===== config.mk =====
export PLATFORM = sky130hd
export DESIGN_NAME = ikaopm_timinggen
export DESIGN_NICKNAME = d
export VERILOG_FILES = /design/src/rtl/ikaopm_pkg.sv /design/src/rtl/ikaopm_timinggen_cengen.sv /design/src/rtl/ikaopm_timinggen.sv
export SDC_FILE = /design/constraint.sdc
export NUM_CORES = 1
export LEC_CHECK = 0
export CAP_MARGIN = 5
export CORE_MARGIN = 1.5
export CORE_UTILIZATION = 31
export DETAILED_ROUTE_END_ITERATION = 8
export MAX_ROUTING_LAYER = met4
export PLACE_DENSITY_LB_ADDON = 0.08
export SKIP_LAST_GASP = 1
export SYNTH_ARGS = -nofsm -noshare
export SYNTH_HDL_FRONTEND = slang
export SYNTH_HIERARCHICAL = 1
export SYNTH_SLANG_ARGS = --single-unit

===== constraint.sdc =====
create_clock -name i_EMUCLK -period 1.7 [get_ports i_EMUCLK]
set_input_delay 0.34 -clock i_EMUCLK [delete_from_list [all_inputs] [get_ports i_EMUCLK]]
set_output_delay 0.34 -clock i_EMUCLK [all_outputs]
set_load 0.005 [all_outputs]

===== src/rtl/ikaopm_pkg.sv =====
// rtl/ikaopm_pkg.sv - shared IKAOPM constants and types
package ikaopm_pkg;
    localparam int SLOT_NUM        = 32;
    localparam int CYCLE_W         = 5;
    localparam int IC_HOLD_DEFAULT = 64;

    typedef logic [CYCLE_W-1:0] cycle_t;
endpackage


===== src/rtl/ikaopm_timinggen_cengen.sv =====
// rtl/ikaopm_timinggen_cengen.sv - phi1 state flop and active-low PCEN/NCEN decode
module ikaopm_timinggen_cengen (
    input  logic i_EMUCLK,
    input  logic i_RST_n,
    input  logic i_PHIMCEN_n,
    output logic o_PCEN_n,
    output logic o_NCEN_n
);
    logic r_phi1_q;

    always_ff @(posedge i_EMUCLK or negedge i_RST_n) begin
        if (!i_RST_n) begin
            r_phi1_q <= 1'b0;
        end else if (!i_PHIMCEN_n) begin
            r_phi1_q <= ~r_phi1_q;
        end
    end

    // Gated by reset combinationally so an async reset never leaves a partial pulse.
    assign o_PCEN_n = ~(i_RST_n & ~i_PHIMCEN_n & ~r_phi1_q);
    assign o_NCEN_n = ~(i_RST_n & ~i_PHIMCEN_n &  r_phi1_q);
endmodule


===== src/rtl/ikaopm_timinggen.sv =====
// rtl/ikaopm_timinggen.sv - phi1 enables, slot counter and IC conditioning (IKAOPM_TIMINGGEN_IC_STRETCH_EN)
module ikaopm_timinggen
    import ikaopm_pkg::*;
#(
    parameter int IC_HOLD = IC_HOLD_DEFAULT
) (
    input  logic         i_EMUCLK,
    input  logic         i_RST_n,
    input  logic         i_PHIMCEN_n,
    input  logic         i_IC_n,
    output logic         o_PHI1PCEN_n,
    output logic         o_PHI1NCEN_n,
    output logic [4:0]   o_CYCLE,
    output logic         o_CYCLE_31,
    output logic         o_IC_n
);
    logic   w_pcen_n;
    logic   w_ncen_n;
    logic   w_ic_d;
    logic   r_ic_s1;
    logic   r_ic_s2;
    logic   r_ic_n;
    cycle_t r_cycle;

    if ((IC_HOLD < 1) || (IC_HOLD > 255)) begin : g_bad_ic_hold
        $error("IC_HOLD out of range");
    end

    ikaopm_timinggen_cengen u_cengen (
        .i_EMUCLK    (i_EMUCLK),
        .i_RST_n     (i_RST_n),
        .i_PHIMCEN_n (i_PHIMCEN_n),
        .o_PCEN_n    (w_pcen_n),
        .o_NCEN_n    (w_ncen_n)
    );

    always_ff @(posedge i_EMUCLK or negedge i_RST_n) begin
        if (!i_RST_n) begin
            r_ic_s1 <= 1'b0;
            r_ic_s2 <= 1'b0;
        end else if (!w_ncen_n) begin
            r_ic_s1 <= i_IC_n;
            r_ic_s2 <= r_ic_s1;
        end
    end

`ifdef IKAOPM_TIMINGGEN_IC_STRETCH_EN
    localparam logic [7:0] LP_HOLD = 8'(IC_HOLD);
    logic [7:0] r_hold_cnt;

    always_ff @(posedge i_EMUCLK or negedge i_RST_n) begin
        if (!i_RST_n) begin
            r_hold_cnt <= 8'd0;
        end else if (!r_ic_s2) begin
            r_hold_cnt <= 8'd0;
        end else if (!w_pcen_n && (r_hold_cnt != LP_HOLD)) begin
            r_hold_cnt <= r_hold_cnt + 8'd1;
        end
    end

    assign w_ic_d = r_ic_s2 && (r_hold_cnt == LP_HOLD);
`else
    assign w_ic_d = r_ic_s2;
`endif

    // Counter clears on the edge IC asserts and stays at 0 on the releasing edge,
    // so slot 0 is the period in which o_IC_n deasserted.
    always_ff @(posedge i_EMUCLK or negedge i_RST_n) begin
        if (!i_RST_n) begin
            r_ic_n  <= 1'b0;
            r_cycle <= '0;
        end else if (!w_pcen_n) begin
            r_ic_n <= w_ic_d;
            if (!w_ic_d || !r_ic_n) begin
                r_cycle <= '0;
            end else begin
                r_cycle <= r_cycle + cycle_t'(1);
            end
        end
    end

    assign o_PHI1PCEN_n = w_pcen_n;
    assign o_PHI1NCEN_n = w_ncen_n;
    assign o_CYCLE      = r_cycle;
    assign o_CYCLE_31   = (r_cycle == cycle_t'(SLOT_NUM - 1));
    assign o_IC_n       = r_ic_n;
endmodule


==> impl_results.rst <==
.. list-table::
   :header-rows: 1

   * - Metric
     - Value
   * - Via-to-Cell Ratio
     - 4.623
   * - Relative max-transition margin
     - 0.8574
   * - Number of iterations in the first detailed-routing pass
     - 2
   * - Dpl cell area
     - 606.8 um^2
   * - Post-route setup TNS
     - 0 ps
   * - Adder and majority cell fraction of the synthesized area
     - 0.05970
   * - Path depth of the worst reg2reg path
     - 4
   * - Post-detailed-route count of antenna-violating nets
     - 0
   * - HPWL after detailed placement
     - 658.9 um
   * - Via count of the first global-routing pass
     - 329
   * - Detailed router's first-iteration violation count
     - 2
   * - Root Buffer
     - clkbuf_4
   * - WS Path Type
     - in -> out
   * - Sequential fraction of the synthesis area
     - 0.5373
   * - CP max stage delay
     - 410 ps
   * - Total global-route track usage
     - 0.1468
   * - Starting utilization of the core area
     - 0.3262
   * - Clock Sink Count
     - 9
   * - Worst path slowest cell
     - clkdlybuf4s50_1
   * - XOR/XNOR share of the synthesized area
     - 0.02090
   * - GRT Max-Usage Layer
     - met2
   * - # diodes
     - 0
   * - Largest net degree at the start of global routing
     - 11
   * - Fraction of synthesized area in multiplexers
     - 0.1045
   * - Post-Route Hold Slack
     - 242.8 ps
   * - Standard-cell row count
     - 13
   * - Layout filler cell count
     - 119
   * - Count of input and output buffers
     - 12
   * - Flop and latch count out of synthesis
     - 9
   * - Setup repair after global routing missed its margin
     - true
   * - Slew at the pin closest to its max-slew limit
     - 213.6 ps
   * - Portion of the clock cycle consumed by the worst path in the final layout
     - 0.9894
   * - Routed WL per cell
     - 11.43 um
   * - Simple-gate area share of the yosys netlist
     - 0.1821
   * - Wire length of the first global-routing pass
     - 1393 um
   * - Synthesized-area fraction occupied by ao, oa, aoi and oai cells
     - 0.06866
   * - Kind of start point of the critical path
     - input port
   * - Critical Path, Cell by Cell
     - clkdlybuf4s50_1 -> or3b_1 -> clkdlybuf4s15_1
   * - Met1 GRT Util
     - 0.1597
   * - Data required time of the critical path
     - 1360 ps
   * - Final Critical Period
     - 1682 ps
   * - Class of the tightest hold or removal check
     - in -> async
   * - Peak supply drop
     - 0.4921 mV
   * - Outcome
     - completed
   * - Power density normalized to cell area
     - 1230 nW/um^2
   * - Syn. warnings
     - 6
   * - Share of final-layout standard cells stronger than drive strength 1
     - 0.3226
   * - Met3 global-route usage
     - 0.05114
   * - Per-instance average area after synthesis
     - 11.33 um^2
   * - Reg2reg setup slack
     - 110 ps
   * - TritonCTS clock tree
     - done
   * - Initial antenna violation count
     - 0
   * - Smallest setup slack after layout
     - 18.03 ps
   * - Final nets
     - 69
   * - Clock insertion delay at the later pin of the skew report
     - 260 ps
   * - Pwr Total
     - 0.8126 mW
   * - Final estimated routing congestion in global placement
     - 0.6923
   * - H-tree levels
     - 1
   * - Io pins
     - 13
   * - Lkg Pwr
     - 0.2947 nW
   * - Number of stages on the worst setup path
     - 3
   * - Setup-failing EPs final
     - 0
   * - Final instance area
     - 660.6 um^2
   * - Final clock skew
     - 1.294 ps
   * - Post-Place Worst Slack
     - -303.4 ps
   * - Number of buffers between clock root and the deepest sink
     - 2
   * - Hold Vio Cnt, Final
     - 0
   * - F_max
     - 0.5945 GHz
   * - Dominant combinational cell family by area after synthesis
     - simple AND/OR/NAND/NOR gates
   * - Final number of max-transition violations
     - 0
   * - Kind of cell with the highest combined delay on the critical path
     - buffers and inverters
   * - Critical path arrival
     - 1340 ps
   * - Buffering stage count on the worst path with inverters included
     - 2
   * - Die width
     - 39.77 um
   * - Area enclosed by the die boundary
     - 1582 um^2
   * - Number of nets in the synthesized netlist
     - 43
   * - Post-synthesis cell area
     - 419.2 um^2
   * - Detailed-route wire length
     - 880 um
   * - Residual overflow from global routing
     - 0
   * - Crit path capture type
     - output pin
   * - Via count
     - 356
   * - Unique masters post-synth
     - 16
   * - Number of buffers created by CTS
     - 3
   * - Core region area
     - 1285 um^2
   * - Post-detailed-route DRC marker count
     - 0
   * - Height of the die
     - 39.77 um
   * - Clock transition at the registers of the reported paths
     - 60 ps
   * - Count of mapped cells out of synthesis
     - 37
   * - GRT met2 Usage
     - 0.2213
   * - Number of maximum-capacitance constraint violations
     - 0
   * - Post-CTS Hold Fix Bufs
     - 0
   * - Maximum fanout count along the critical path
     - 2
   * - Syn-to-layout area delta
     - 57.61%
-- cell type report --
type | instances | area [um^2] | share of cell area
Clock buffer | 4 | 26.28 | 0.03977
Timing Repair Buffer | 22 | 192.7 | 0.2917
Tap cell | 15 | 18.77 | 0.02841
Sequential cell | 9 | 225.2 | 0.3409
Multi-Input combinational cell | 27 | 197.7 | 0.2992
-- power by group --
part           leakage [nW]  switching (mW)  internal (mW)
registers             0.116          0.0803          0.291
clock network        0.0150          0.0712         0.0902
logic                 0.164          0.0944          0.186
total                 0.295           0.246          0.567
-- state kept, by name (all words and copies together), names as in the netlist --
| register | count |
|---|---|
| o_CYCLE | 5 |
| o_IC_n | 1 |
| r_ic_s1 | 1 |
| r_ic_s2 | 1 |
| u_cengen/r_phi1_q | 1 |
-- synthesized netlist by cell type --
cell type	number	area (um^2)
o21ai_0	4	20.02
buf_6	1	11.26
nor2_1	1	3.750
o311ai_1	1	8.760
nand4_1	1	6.260
dfrtp_1	9	225.2
mux2_2	3	33.78
and3_1	1	6.260
nand2_1	6	22.52
mux2i_1	1	10.01
or3b_1	1	8.760
nand3_1	3	15.01
or2_1	1	6.260
nand3b_1	1	7.510
xnor2_1	1	8.760
ha_1	2	25.02
-- worst paths after layout --
| kind | startpoint | end |
|---|---|---|
| max | i_PHIMCEN_n | o_PHI1PCEN_n |
| min | i_RST_n | o_CYCLE[2] |
| max reg2reg | u_cengen/r_phi1_q | o_CYCLE[3] |
| min reg2reg | u_cengen/r_phi1_q | u_cengen/r_phi1_q |
| max in group asynchronous | i_RST_n | o_CYCLE[0] |
| min in group i_EMUCLK | u_cengen/r_phi1_q | u_cengen/r_phi1_q |
-- placed cells by master (no fill, tap or decap) --
cell type        count
clkbuf_4             3
ha_1                 1
clkbuf_2             1
or3b_1               1
o21ai_0              4
dlygate4sd2_1        1
xnor2_1              1
clkbuf_1             1
nand2_1              6
and3_4               1
clkdlybuf4s50_1      8
dfrtp_1              9
mux2_2               3
nand4_1              1
ha_2                 1
nor2_1               1
or2_1                1
clkdlybuf4s15_1      2
buf_6                1
nand3_1              3
o311ai_2             1
mux2i_1              1
buf_4                9
nand3b_1             1
-- per-layer routing --
metal,vias to the layer above,part of all wire
met1,160,0.46
met4,0,0
met2,11,0.49
li1,185,-
met3,0,0.055
met5,-,0
-- worst reg2reg max path, cell delays in order, from the launching register on --
cell,delay [ps]
dfrtp_1,400
or3b_1,400
buf_4,180
or2_1,250
o311ai_2,260
-- through the flow --
step | std cells | utilization
2_1_floorplan | 37 | -
6_report | 77 | 0.5141
4_1_cts | 76 | 0.4985
3_3_place_gp | 71 | 0.4722
3_5_place_dp | 71 | 0.4722
5_1_grt | 77 | 0.5141
-- kinds of logic (layout without fill, tap and decap cells) --
family                     count (synthesis)  in the layout
buffers and inverters                      1             26
adders and majority gates                  2              2
xor gates and xnor gates                   1              1
AOI/OAI and AO/OA                          5              5
muxes                                      4              4
and+or+nand+nor                           15             15
DFF                                        9              9
-- timing repair --
item	4_1_cts	5_1_grt
resized for setup	6	6
hold endpoints to repair	0	0
buffers inserted	1	1
setup endpoints to repair	4	4
pin swaps	1	1
(Power assumes the default switching activity.)
